[config.mk]
export PLATFORM = sky130hd
export DESIGN_NAME = instruction_prefetch_unit
export DESIGN_NICKNAME = d
export VERILOG_FILES = /design/src/rtl/instruction_prefetch_unit.sv
export SDC_FILE = /design/constraint.sdc
export NUM_CORES = 1
export LEC_CHECK = 0
export ABC_AREA = 1
export ABC_CLOCK_PERIOD_IN_PS = 3380
export CORE_MARGIN = 10
export CORE_UTILIZATION = 55
export CTS_CLUSTER_SIZE = 14
export DETAILED_ROUTE_END_ITERATION = 7
export PLACE_DENSITY = 0.77
export SYNTH_ARGS = -nofsm -noshare
export SYNTH_HDL_FRONTEND = slang
export SYNTH_SLANG_ARGS = --single-unit
[constraint.sdc]
create_clock -name clock_in -period 3.38 [get_ports clock_in]
set_clock_uncertainty 0.2 [all_clocks]
set_input_delay 0.507 -clock clock_in [delete_from_list [all_inputs] [get_ports clock_in]]
set_output_delay 0.507 -clock clock_in [all_outputs]
set_load 0.01 [all_outputs]
[src/rtl/instruction_prefetch_unit.sv]
// Sequential instruction prefetcher: req/ack fetch into a small FIFO,
// with flush redirect and discard of a stale in-flight request.
module instruction_prefetch_unit #(
  parameter int OPERAND_WIDTH     = 11,
  parameter int INSTRUCTION_WIDTH = 16,
  parameter int DEPTH             = 4
) (
  input  logic                         clock_in,
  input  logic                         reset_in,
  output logic                         mem_req_out,
  output logic [OPERAND_WIDTH-1:0]     mem_addr_out,
  input  logic                         mem_ack_in,
  input  logic [INSTRUCTION_WIDTH-1:0] mem_data_in,
  input  logic                         flush_in,
  input  logic [OPERAND_WIDTH-1:0]     flush_address_in,
  output logic                         instr_valid_out,
  input  logic                         instr_ready_in,
  output logic [INSTRUCTION_WIDTH-1:0] instruction_out,
  output logic [OPERAND_WIDTH-1:0]     instruction_address_out
);

  localparam int PW = $clog2(DEPTH);
  localparam int CW = PW + 1;
  localparam logic [CW-1:0] FULL = CW'(DEPTH);

  typedef enum logic [1:0] {IDLE, REQ, DISCARD} state_t;

  state_t state, state_nxt;

  logic [OPERAND_WIDTH-1:0]     fetch_addr, req_addr;
  logic [INSTRUCTION_WIDTH-1:0] data_q [DEPTH];
  logic [OPERAND_WIDTH-1:0]     addr_q [DEPTH];
  logic [PW-1:0]                rd_ptr, wr_ptr, rd_inc;
  logic [CW-1:0]                count, count_nxt;
  logic                         push, pop;

  assign push      = (state == REQ) && mem_ack_in && !flush_in;
  assign pop       = (count != '0) && instr_ready_in && !flush_in;
  assign count_nxt = count + CW'(push) - CW'(pop);
  assign rd_inc    = rd_ptr + PW'(1);

  assign instr_valid_out = (count != '0);

  always_ff @(posedge clock_in) begin
    if (!reset_in) state <= IDLE;
    else           state <= state_nxt;
  end

  always_comb begin
    state_nxt = state;
    unique case (state)
      IDLE: begin
        if (flush_in || count != FULL) state_nxt = REQ;
      end
      REQ: begin
        if (flush_in)        state_nxt = mem_ack_in ? REQ : DISCARD;
        else if (mem_ack_in) state_nxt = (count_nxt != FULL) ? REQ : IDLE;
      end
      DISCARD: begin
        if (mem_ack_in) state_nxt = REQ;
      end
      default: state_nxt = IDLE;
    endcase
  end

  // DISCARD keeps presenting the stale address until memory acks it
  always_comb begin
    mem_req_out  = 1'b0;
    mem_addr_out = '0;
    unique case (state)
      REQ: begin
        mem_req_out  = 1'b1;
        mem_addr_out = fetch_addr;
      end
      DISCARD: begin
        mem_req_out  = 1'b1;
        mem_addr_out = req_addr;
      end
      default: ;
    endcase
  end

  always_ff @(posedge clock_in) begin
    if (reset_in && push) begin
      data_q[wr_ptr] <= mem_data_in;
      addr_q[wr_ptr] <= fetch_addr;
    end
  end

  always_ff @(posedge clock_in) begin
    if (!reset_in) begin
      fetch_addr              <= '0;
      req_addr                <= '0;
      count                   <= '0;
      rd_ptr                  <= '0;
      wr_ptr                  <= '0;
      instruction_out         <= '0;
      instruction_address_out <= '0;
    end else begin
      if (state == REQ) req_addr <= fetch_addr;
      if (flush_in) begin
        fetch_addr <= flush_address_in;
        count      <= '0;
        rd_ptr     <= '0;
        wr_ptr     <= '0;
      end else begin
        count <= count_nxt;
        if (push) begin
          fetch_addr <= fetch_addr + OPERAND_WIDTH'(1);
          wr_ptr     <= wr_ptr + PW'(1);
        end
        if (pop) rd_ptr <= rd_inc;
        // head register tracks the entry that will be at rd_ptr
        if (push && count == CW'(pop)) begin
          instruction_out         <= mem_data_in;
          instruction_address_out <= fetch_addr;
        end else if (pop && count_nxt != '0) begin
          instruction_out         <= data_q[rd_inc];
          instruction_address_out <= addr_q[rd_inc];
        end
      end
    end
  end

endmodule

# Yosys cells after proc, flatten, opt, wreduce, memory -nomap -nowiden
# Memories as Yosys holds them, arrays and structs flattened.
# Cells that the tools add are included.
[op_classes]
n_eq_ne = 8
bitwise = 2
addsub = 5
reduce_logical = 18
n_mux = 17
[op_table]
columns = ["op", "n"]
rows = [
  ["11-bit two-way mux", 4],
  ["16-bit two-way mux", 2],
  ["11-bit case mux with 2 select lines", 1],
  ["11-bit by 1-bit adder with 11-bit output (second input constant)", 1],
  ["2-bit two-way mux", 5],
  ["3-bit != test (second input constant)", 3],
  ["1-bit logical AND", 7],
  ["2-bit case mux with 3 select lines", 1],
  ["3-bit nonzero test", 2],
  ["2-bit by 1-bit adder with 2-bit output (second input constant)", 2],
  ["1-bit two-way mux", 4],
  ["2-bit != test (second input constant)", 2],
  ["2-bit nonzero test", 2],
  ["2-bit OR reduction", 2],
  ["3-bit by 1-bit adder with 3-bit output", 1],
  ["3-bit by 1-bit == test with 1-bit output", 1],
  ["3-bit AND reduction", 1],
  ["3-bit by 1-bit subtractor with 3-bit output", 1],
  ["2-bit by 1-bit == test with 1-bit output (second input constant)", 1],
  ["2-bit == test (second input constant)", 1],
  ["2-bit logical NOT", 1],
  ["1-bit inverter", 2],
  ["2-bit AND reduction", 1],
  ["1-bit logical NOT", 1],
  ["1-bit logical OR", 1],
]
[word_totals]
output_inout_bits = 40
ff_bits = 58
memories = 2
inputBits = 32
wordCells = 60
ramBits = 108
[memory_table]
columns = ["memory", "words", "word_bits", "rd", "rd_ports_with_merged_regs", "wr", "line", "rtl"]
rows = [
  ["data_q", 4, 16, 1, 0, 1, "31", "logic [INSTRUCTION_WIDTH-1:0] data_q [DEPTH];"],
  ["addr_q", 4, 11, 1, 0, 1, "32", "logic [OPERAND_WIDTH-1:0] addr_q [DEPTH];"],
]

# Longest topological paths before layout
# Gate-level depths: netlist of the first run.
[logic_depth]
word_depth = 10
ltp_mapped = 19
depth_no_buf = 19

# Worst setup path after synthesis of the first run
# OpenSTA, ideal clock, no wires.
[synth_timing]
kind = "reg2reg"
from = "register state[1]"
to = "register instruction_address_out[0]"
period_less_slack_ps = 2984
n_path_buf = 1
t_arrival_ps = 2669
required_time_ps = 3065
stages_incl_launch_ff = 19
setup_time_ps = 115
path_slack_ps = 396
path_cell_list = "dfxtp_1 > inv_1 > ha_1 > nand2_2 > nor2_4 > inv_1 > ha_1 > inv_1 > ha_1 > fa_1 > inv_1 > nand2_1 > nand3_1 > nand2_1 > o21ai_4 > buf_2 > nand3_1 > nand2_1 > nor2_1"
[synth_via]
elab_chain_cells = 9
word_cells_on_any_way = 11
classes_between = "add/sub (2); eq/ne (1); mux (1); reduce/logical (7)"
[synth_rtl]
columns = ["element", "line", "rtl"]
rows = [
  ["start: declaration", "28", "state_t state, state_nxt;"],
  ["start signal: assignment", "46", "else state <= state_nxt;"],
  ["2-bit by 1-bit == test with 1-bit output (*)", "37", "assign push = (state == REQ) && mem_ack_in && !flush_in;"],
  ["1-bit logical AND (*) (2 in a row)", "37", ""],
  ["3-bit by 1-bit adder with 3-bit output", "39", "assign count_nxt = count + CW'(push) - CW'(pop);"],
  ["3-bit by 1-bit subtractor with 3-bit output", "39", ""],
  ["3-bit nonzero test", "117", "end else if (pop && count_nxt != '0) begin"],
  ["1-bit logical AND", "117", ""],
  ["2-bit nonzero test (no source line)", "n/a", ""],
  ["2-bit AND reduction (no source line)", "n/a", ""],
  ["end signal: assignment", "116", "instruction_address_out <= fetch_addr;"],
  ["end signal: assignment", "119", "instruction_address_out <= addr_q[rd_inc];"],
  ["end: declaration", "19", "output logic [OPERAND_WIDTH-1:0] instruction_address_out"],
]
# Every way passes the cells marked *; elsewhere a longest branch is shown, timed or not.
# A chain may end at the register's enable or synchronous reset.

# Worst setup path in the final report of the first run
[layout_timing]
from = "input flush_in"
to = "register instruction_out[13]"
[layout_via]
word_cells_on_any_way = 13
classes_between = "add/sub (2); eq/ne (1); mux (1); bitwise (1); reduce/logical (8)"
[layout_rtl]
columns = ["element", "line", "rtl"]
rows = [
  ["start: declaration", "14", "input logic flush_in,"],
  ["1-bit logical NOT (*)", "38", "assign pop = (count != '0) && instr_ready_in && !flush_in;"],
  ["1-bit logical AND (*)", "38", ""],
  ["named net pop", "35", "logic push, pop;"],
  ["3-bit by 1-bit subtractor with 3-bit output", "39", ""],
  ["3-bit nonzero test", "117", ""],
  ["1-bit logical AND", "117", ""],
  ["2-bit nonzero test (no source line)", "n/a", ""],
  ["2-bit AND reduction (no source line)", "n/a", ""],
  ["end signal: assignment", "115", "instruction_out <= mem_data_in;"],
  ["end signal: assignment", "118", "instruction_out <= data_q[rd_inc];"],
  ["end: declaration", "18", "output logic [INSTRUCTION_WIDTH-1:0] instruction_out,"],
]
# The timed path passes the listed nets; every way through them passes the cells marked *.

==> results of run 1 <==
kinds of logic (layout without fill, tap and decap cells):
logic type,count (synthesis),in the layout,share of synthesized area [%]
AO/OA/AOI/OAI,117,117,8.403
AND/OR/NAND/NOR,398,398,22.08
buffers and inverters,93,189,5.602
XOR/XNOR,4,4,0.4871
adder cells (fa/ha/maj),12,12,2.192
flip-flops,166,166,61.24
state kept, by name, indices dropped and copies added, names as in the netlist, 3 cells and up:
signal                   count
addr_q                      44
instruction_out             16
data_q                      64
req_addr                    11
count                        3
instruction_address_out     11
fetch_addr                  11
power groups by stage:
stage	clock network (mW)	registers, mW	logic, mW
floorplan	0	2.29	0.184
global placement	0	2.29	0.340
detailed placement	0	2.29	0.350
CTS	1.76	2.25	0.355
global route	1.85	2.26	0.392
finish	1.75	2.25	0.354
worst paths after layout:
path / startpoint / endpoint / slack [ns] / depth (start not counted)
worst max-delay path: flush_in / instruction_out[13]$_SDFFE_PN0P_ / 0.33 / 17
worst min-delay path: req_addr[5]$_SDFFE_PN0N_ / req_addr[5]$_SDFFE_PN0N_ / 0.26 / 2
worst max register to register: state[1]$_SDFFE_PN0P_ / instruction_out[13]$_SDFFE_PN0P_ / 0.34 / 18
worst min register to register: req_addr[5]$_SDFFE_PN0N_ / req_addr[5]$_SDFFE_PN0N_ / 0.26 / 2
layout by cell type, fill, tap and decap left out, types with 17 or more instances in the layout:
cell type,Yosys,layout
a21oi_1,64,64
buf_4,2,26
clkdlybuf4s50_1,0,71
nor2_1,63,59
dfxtp_1,58,58
inv_1,52,52
o21ai_0,42,42
clkbuf_16,0,17
nand2_1,277,277
nand3_1,50,50
edfxtp_1,108,108
metrics by stage:
step / setup slack (ns) / total power [mW]
2_1_floorplan: 0.3957 / 2.474
3_3_place_gp: 0.01309 / 2.630
3_5_place_dp: -0.08485 / 2.642
4_1_cts: 0.3554 / 4.366
5_1_grt: 0.09669 / 4.497
6_report: 0.3318 / 4.356
per-layer routing:
layer	up-vias	share of wire, %	GRT usage (%)
li1	2767	-	-
met1	2749	40	23.73
met3	38	7.3	5.004
met2	230	51	32.30
met5	-	0	0
met4	0	1.8	6.167
cell type report:
cell class / instances / area, um2 / area share [%]
Sequential cell: 166 / 4404 / 50.63
Clock inverter: 4 / 20.02 / 0.2301
Timing Repair Buffer: 98 / 925.9 / 10.64
Multi-Input combinational cell: 531 / 2395 / 27.53
Tap cell: 172 / 215.2 / 2.474
Clock buffer: 28 / 516.7 / 5.941
Inverter: 59 / 221.5 / 2.546
tightest hold or removal path, delay by kind of cell (launching register included):
family | cells | cell delay (ns)
and+or+nand+nor | 1 | 0.06
AOI/OAI and AO/OA | 1 | 0.05
DFF | 1 | 0.31
==> qor.yml, run 1 <==
placedCellCount: 1026
p_int_mw: 3.392
cpMostUsedCell: "nand2_1"
core_um2: 12720
yosysWarningCount: 0
grt_max_degree: 39
num_antenna_cells: 0
postCtsSetupRepairBufs: 0
first_pass_iters: 5
ctsHoldBuffers: 0
path_clk_slew_ns: 0.06
synth-main-ff-cell: "edfxtp_1"
final_area_um2: 8698
critical-path-top-delay-family: "buffers and inverters"
ctsResizeCount: 0
first_iter_violations: 559
status: "complete, no violations"
drive_gt1_share_pct: 7.336
synth_top_area_share_pct: 45.09
num-fill-cells: 989
period_minus_slack_ns: 3.048
grt_pass1_vias: 5574
end_kind: "flip-flop"
ys_ff_latch: 166
synthTopCellsByArea: "edfxtp_1, dfxtp_1, nand2_1"
setup-tns-final_ns: 0
fin_cells: 1058
max_slew_margin_pct: 47.33
yosys-top-cells-count: "nand2_1, edfxtp_1, a21oi_1"
die-height_um: 134.4
cts_buffer_depth: 2
p_sw_mw: 0.9641
cts.sink_count: 166
antenna_found_initial: 0
drc: 0
worst_path_max_delay_cell: "clkdlybuf4s50_1"
ios: 72
min_period_over_period_pct: 90.18
synth_edf_count: 108
dieArea_um2: 18050
worst_slew_pin_slew_ns: 0.7889
syn-cell-area_um2: 7192
leakage_nw: 3.507
ys_seq_area_share_pct: 61.24
cts_root_buf: "clkbuf_16"
slowest_delay_ns: 0.58
postLayoutCoreUtil_pct: 68.37
worstSkewPairLatency_ns: 0.43
cts-buffers-inserted: 17
place.gp.congestion: 0.8738
synth-async-reset-ratio_pct: 0
rsz0062_at_grt: "no"
setup_viol: 0
netlist_instances: 790
portBuffers: 71
drv_cap: 0
areaGrowthSynthToFinish_pct: 20.95
wirelength_um: 17070
hold_ws_ns: 0.2614
switching_share_pct: 22.13
cts_tree: "yes"
die_w_um: 134.4
syn-num-nets: 834
power_frac_comb_pct: 8.1
slew_violations: 0
start_util_pct: 56.53
yosysMostFrequentCell: "nand2_1"
wl_per_cell_um: 16.13
htreeDepth: 4
grt_use_total_pct: 19.28
p_seq_share_pct: 51.7
place_hpwl_um: 11070
detail-route-antenna-nets: 0
overflow: 0
start_kind: "input pin"
critPathMaxFanout: 28
clkPwrFrac_pct: 40.2
crit_chain: "clkdlybuf4s50_1 > inv_2 > nand3_2 > inv_2 > ha_1 > inv_1 > ha_1 > fa_1 > inv_1 > nand2_1 > nand3_1 > nand2_1 > o21ai_4 > buf_12 > nand3_1 > nand2_1 > nor2_1"
power.density_nw_per_um2: 500.8
critPathBufInv: 6
max_freq_ghz: 0.3281
drt-vias-per-instance: 5.467
avgSynthCellArea_um2: 9.104
hp-class: "flip-flop to flip-flop"
synthDistinctLibCells: 28
core.rowCount: 41
grt_pass1_wl_um: 27730
fin_nets: 917
crit_type: "input pin to flip-flop"
hold_viol: 0
arrival_ns: 3.17
num_vias: 5784
synth_top_cell_by_area: "edfxtp_1"
required_ns: 3.50
place_area_um2: 8162
irDropWorstVdd_v: 0.0003646
Note: power is estimated with default switching activity, not from simulation.
==> run 2: changes to the inputs <==
--- a/config.mk
+++ b/config.mk
@@ -7,6 +7,7 @@
 export LEC_CHECK = 0
 export ABC_AREA = 1
 export ABC_CLOCK_PERIOD_IN_PS = 3380
+export CORE_ASPECT_RATIO = 0.6
 export CORE_MARGIN = 10
 export CORE_UTILIZATION = 55
 export CTS_CLUSTER_SIZE = 14
==> qor.yml, run 2 (synthesis results as in run 1) <==
period_minus_slack_ns: 3.087
die-height_um: 108.6
grt_pass1_wl_um: 28750
cts_root_buf: "clkbuf_16"
die_w_um: 167.6
max_freq_ghz: 0.3239
total_power_mw: 4.526
leakage_nw: 3.545
overflow: 0
layout_common_cells: "nand2_1, edfxtp_1, clkdlybuf4s50_1, a21oi_1, nor2_1"
start_util_pct: 56.13
status: "complete, no violations"
drv_cap: 0
placedCellCount: 1024
max_slew_margin_pct: 48.88
drc: 0
path_clk_slew_ns: 0.06
core.rowCount: 32
worst_slew_pin_slew_ns: 0.7658
cts-buffers-inserted: 17
slew_violations: 0
hp-class: "flip-flop to flip-flop"
postCtsSetupRepairBufs: 0
num-fill-cells: 956
top_regs: "data_q: 64 flops, addr_q: 44 flops, instruction_out: 16 flops"
ctsResizeCount: 0
drt-vias-per-instance: 5.400
critPathMaxFanout: 10
setup_viol: 0
wirelength_um: 17480
place_hpwl_um: 11930
min_period_over_period_pct: 91.34
detail-route-antenna-nets: 0
largest_reg_flops: 64
layout_commonest_cell: "nand2_1"
grt_pass1_vias: 5643
fin_cells: 1056
first_iter_violations: 533
place.gp.congestion: 0.8834
required_ns: 3.49
cts_buffer_depth: 2
areaGrowthSynthToFinish_pct: 21.80
worstSkewPairLatency_ns: 0.42
grt_use_total_pct: 19.56
antenna_found_initial: 0
first_pass_iters: 5
irDropWorstVdd_v: 0.0003761
wl_per_cell_um: 16.55
top_register: "data_q"
arrival_ns: 3.20
power.density_nw_per_um2: 516.6
num_antenna_cells: 0
cts.sink_count: 166
cts_tree: "yes"
rsz0062_at_grt: "yes"
portBuffers: 71
num_vias: 5702
drive_gt1_share_pct: 8.239
hold_viol: 0
core_um2: 12810
dieArea_um2: 18200
grt_max_degree: 31
crit_type: "flip-flop to flip-flop"
ctsHoldBuffers: 0
end_kind: "flip-flop"
start_kind: "flip-flop"
fin_nets: 917
htreeDepth: 4
ios: 72
[run 2: cell types whose count changed in the layout (fill, tap and decap cells not counted), sizes merged]
cell | previous run | this run
bufinv | 0 | 2
clkbuf | 28 | 18
clkinv | 6 | 11
inv | 56 | 59
[run 2: layout make-up]
| type | count | area [um2] | share of cell area, % |
|---|---|---|---|
| inverter | 59 | 221.5 | 2.528 |
| clock inverter | 14 | 148.9 | 1.700 |
| timing repair buffer | 98 | 938.4 | 10.71 |
| sequential | 166 | 4404 | 50.28 |
| tap | 170 | 212.7 | 2.428 |
| multi-input combinational | 531 | 2395 | 27.34 |
| clock buffer | 18 | 439.2 | 5.014 |
[run 2: routing by layer]
metal	vias to the layer above	GRT usage (%)	share of wire [%]
li1	2769	-	-
met1	2661	26.80	45
met2	248	30.19	45
met3	24	4.674	8.3
met4	0	6.374	1.2
met5	-	0	0
[run 2: worst max-delay path, stage by stage, from the launching register on]
cell,delay [ns]
dfxtp_1,0.34
inv_1,0.09
ha_1,0.18
nand2_2,0.09
nor2_4,0.09
inv_1,0.07
ha_1,0.28
inv_1,0.04
ha_1,0.19
fa_1,0.39
inv_1,0.07
nand2_1,0.06
nand3_1,0.10
nand2_1,0.10
o21ai_4,0.24
nand2_1,0.08
buf_4,0.18
nor2_1,0.11
nor2_1,0.06
[run 2: worst paths after layout]
kind,from,endpoint,slack (ns),cells after the start
hold reg to reg,req_addr[8]$_SDFFE_PN0N_,req_addr[8]$_SDFFE_PN0N_,0.26,2
setup reg to reg,state[1]$_SDFFE_PN0P_,instruction_address_out[7]$_SDFFE_PN0P_,0.29,18
hold / removal,req_addr[8]$_SDFFE_PN0N_,req_addr[8]$_SDFFE_PN0N_,0.26,2
setup / recovery,state[1]$_SDFFE_PN0P_,instruction_address_out[7]$_SDFFE_PN0P_,0.29,18
[run 2: power breakdown]
| part | leakage (nW) | internal, mW | switching [mW] | total [mW] |
|---|---|---|---|---|
| logic | 1.80 | 0.152 | 0.206 | 0.358 |
| registers | 1.46 | 2.21 | 0.0434 | 2.25 |
| clock network | 0.291 | 1.11 | 0.803 | 1.92 |
[run 2: metrics by stage]
step	cell area, um2	setup TNS, ns	hold slack, ns	setup WS (ns)	utilization [%]
after floorplan	7192	0	0.2400	0.3957	-
after global placement	8172	0	0.2492	0.03019	63.78
after detailed placement	8172	-1.997	0.2548	-0.1204	63.78
after CTS	8760	0	0.2658	0.2840	68.37
after global routing	8760	-0.003094	0.2786	-0.002699	68.37
final	8760	0	0.2621	0.2927	68.37
==> run 3: changes to the inputs <==
--- a/config.mk
+++ b/config.mk
@@ -5,14 +5,13 @@
 export SDC_FILE = /design/constraint.sdc
 export NUM_CORES = 1
 export LEC_CHECK = 0
-export ABC_AREA = 1
 export ABC_CLOCK_PERIOD_IN_PS = 3380
 export CORE_ASPECT_RATIO = 0.6
 export CORE_MARGIN = 10
 export CORE_UTILIZATION = 55
 export CTS_CLUSTER_SIZE = 14
 export DETAILED_ROUTE_END_ITERATION = 7
-export PLACE_DENSITY = 0.77
+export PLACE_DENSITY = 0.78
 export SYNTH_ARGS = -nofsm -noshare
 export SYNTH_HDL_FRONTEND = slang
 export SYNTH_SLANG_ARGS = --single-unit
==> qor.yml, run 3 <==
start_util_pct: 56.95
crit_chain: "inv_2 > ha_4 > and2_4 > nand2_4 > ha_4 > inv_2 > ha_4 > fa_2 > xor3_2 > a2111oi_4 > buf_6 > buf_12 > mux2i_2 > o2bb2ai_2"
path_clk_slew_ns: 0.06
synth_edf_count: 108
min_period_over_period_pct: 99.83
worst_path_max_delay_cell: "xor3_2"
critPathMaxFanout: 7
drive_gt1_share_pct: 24.78
yosysWarningCount: 0
core_um2: 12220
worstSkewPairLatency_ns: 0.41
slowest_delay_ns: 0.43
setup_viol: 0
hp-class: "flip-flop to flip-flop"
reg2regPathDepth: 14
die-height_um: 107.1
leakage_nw: 2.914
irDropWorstVdd_v: 0.0005021
period_minus_slack_ns: 3.374
postLayoutCoreUtil_pct: 72.43
critical-path-top-delay-family: "adder cells"
cts_buffer_depth: 2
whs_path_depth: 2
place_hpwl_um: 9302
status: "complete, no violations"
num_vias: 4174
yosysMostFrequentCell: "edfxtp_1"
end_kind: "flip-flop"
grt_pass1_vias: 4297
total_power_mw: 4.945
timing.rr.start: "state[1]$_SDFFE_PN0P_"
cts-buffers-inserted: 17
synth_top_cell_by_area: "edfxtp_1"
avgSynthCellArea_um2: 15.53
syn-cell-area_um2: 6958
required_ns: 3.46
cts_root_buf: "clkbuf_16"
hold-path-endpoint: "req_addr[6]$_SDFFE_PN0N_"
drt-vias-per-instance: 5.781
core.rowCount: 31
ys_seq_area_share_pct: 63.30
grt_max_degree: 29
cts_tree: "yes"
rsz0062_at_grt: "yes"
synth-main-ff-cell: "edfxtp_1"
htreeDepth: 4
hold_start: "req_addr[6]$_SDFFE_PN0N_"
hold_viol: 0
first_pass_iters: 4
top_regs: "data_q: 64 flops, addr_q: 44 flops, instruction_out: 16 flops"
layout_commonest_cell: "edfxtp_1"
grt_pass1_wl_um: 23830
synth_top_area_share_pct: 46.61
worst_slew_pin_slew_ns: 0.5985
layout_common_cells: "edfxtp_1, clkdlybuf4s50_1, dfxtp_1, nand2_1, mux4_2"
detail-route-antenna-nets: 0
syn-num-nets: 492
overflow: 0
setup-tns-final_ns: 0
reg2reg_slack_ns: 0.006
synth-async-reset-ratio_pct: 0
synthTopCellsByArea: "edfxtp_1, dfxtp_1, mux4_2"
arrival_ns: 3.45
r2r-end: "instruction_address_out[10]$_SDFFE_PN0P_"
first_iter_violations: 269
critPathBufInv: 4
cts.sink_count: 166
largest_reg_flops: 64
netlist_instances: 448
cpMostUsedCell: "ha_4"
max_slew_margin_pct: 60.10
drv_cap: 0
ios: 72
wirelength_um: 15480
fin_nets: 589
startpoint: "state[1]$_SDFFE_PN0P_"
grt_use_total_pct: 17.66
die_w_um: 165.2
max_freq_ghz: 0.2964
top_register: "data_q"
num_antenna_cells: 0
wl_per_cell_um: 21.44
slew_violations: 0
antenna_found_initial: 0
portBuffers: 71
power.density_nw_per_um2: 558.7
start_kind: "flip-flop"
yosys-top-cells-count: "edfxtp_1, dfxtp_1, nand2_1"
ctsHoldBuffers: 0
place.gp.congestion: 0.8535
areaGrowthSynthToFinish_pct: 27.19
dieArea_um2: 17700
ys_ff_latch: 166
crit_type: "flip-flop to flip-flop"
synthDistinctLibCells: 47
drc: 0
==> run 3: changes by cell type in the layout (fill, tap and decap cells not counted), sizes merged, moves of 8 or more <==
cell and change:
a21boi +22, a21oi -58, inv -46, mux2i +28, mux4 +27, nand2 -246, nand2b +16, nand3 -48
nor2 -55, nor3 +8, o21ai -42, o2bb2ai +27, xnor2 +11
==> run 3: worst max path at each step <==
stage / cells past startpoint / endpoint / slack, ns
finish: 14 / instruction_address_out[10]$_SDFFE_PN0P_ / 0.006
global route: 12 / instruction_address_out[10]$_SDFFE_PN0P_ / -0.08
CTS: 13 / instruction_address_out[4]$_SDFFE_PN0P_ / 0.003
detailed placement: 12 / instruction_out[15]$_SDFFE_PN0P_ / -0.40
global placement: 12 / instruction_address_out[3]$_SDFFE_PN0P_ / -0.28
floorplan: 15 / instruction_address_out[0]$_SDFFE_PN0P_ / 0.05
==> run 3: power breakdown <==
group | internal (mW) | total, mW | switching [mW]
clock | 1.31 | 2.06 | 0.758
combinational | 0.278 | 0.579 | 0.301
sequential | 2.24 | 2.30 | 0.0652
==> run 3: layout make-up <==
| class | instances | area [um2] |
|---|---|---|
| clock buffer | 18 | 429.2 |
| clock inverter | 13 | 205.2 |
| fill | 757 | 3368 |
| inverter | 12 | 45.04 |
| multi-input combinational | 245 | 2507 |
| sequential | 166 | 4408 |
| tap | 165 | 206.4 |
| timing repair buffer | 103 | 1049 |
==> run 3: stage by stage <==
step / setup slack, ns / cell area (um2) / cells / hold slack, ns
after global placement: -0.2837 / 7983 / 682 / 0.2646
after floorplan: 0.04654 / 6958 / 448 / 0.2565
final: 0.005893 / 8850 / 722 / 0.2908
after CTS: 0.002884 / 8706 / 717 / 0.2912
after global routing: -0.07723 / 8850 / 722 / 0.3050
after detailed placement: -0.4013 / 7983 / 682 / 0.2795
==> run 3: metal layers <==
layer	up-vias	part of all wire, %	track usage, %
li1	1915	-	-
met1	2117	43	23.01
met2	127	49	27.96
met3	15	6.9	5.080
met4	0	1.2	5.793
met5	-	0	0
==> run 3: kinds of logic (layout without fill, tap and decap cells) <==
family,count (synthesis),count (layout),share of synthesized area [%]
and+or+nand+nor,90,90,6.654
adders and majority gates,12,12,2.266
buffers and inverters,37,146,2.751
xor gates and xnor gates,13,13,1.870
muxes,55,55,12.77
AOI/OAI and AO/OA,75,75,10.39
DFF,166,166,63.30
==> run 3: repair_timing <==
item / 4_1_cts / 5_1_grt
setup buffers: 2 / 7
cloned: 2 / 0
gates resized for setup: 3 / 34
endpoints found under the setup margin: 4 / 27
pin swaps: 1 / 9
==> run 3: tightest hold or removal path, delay by kind of cell, from the launching register on <==
kind	cells	cell delay, ns
AOI/OAI and AO/OA	1	0.07
and+or+nand+nor	1	0.06
DFF	1	0.31
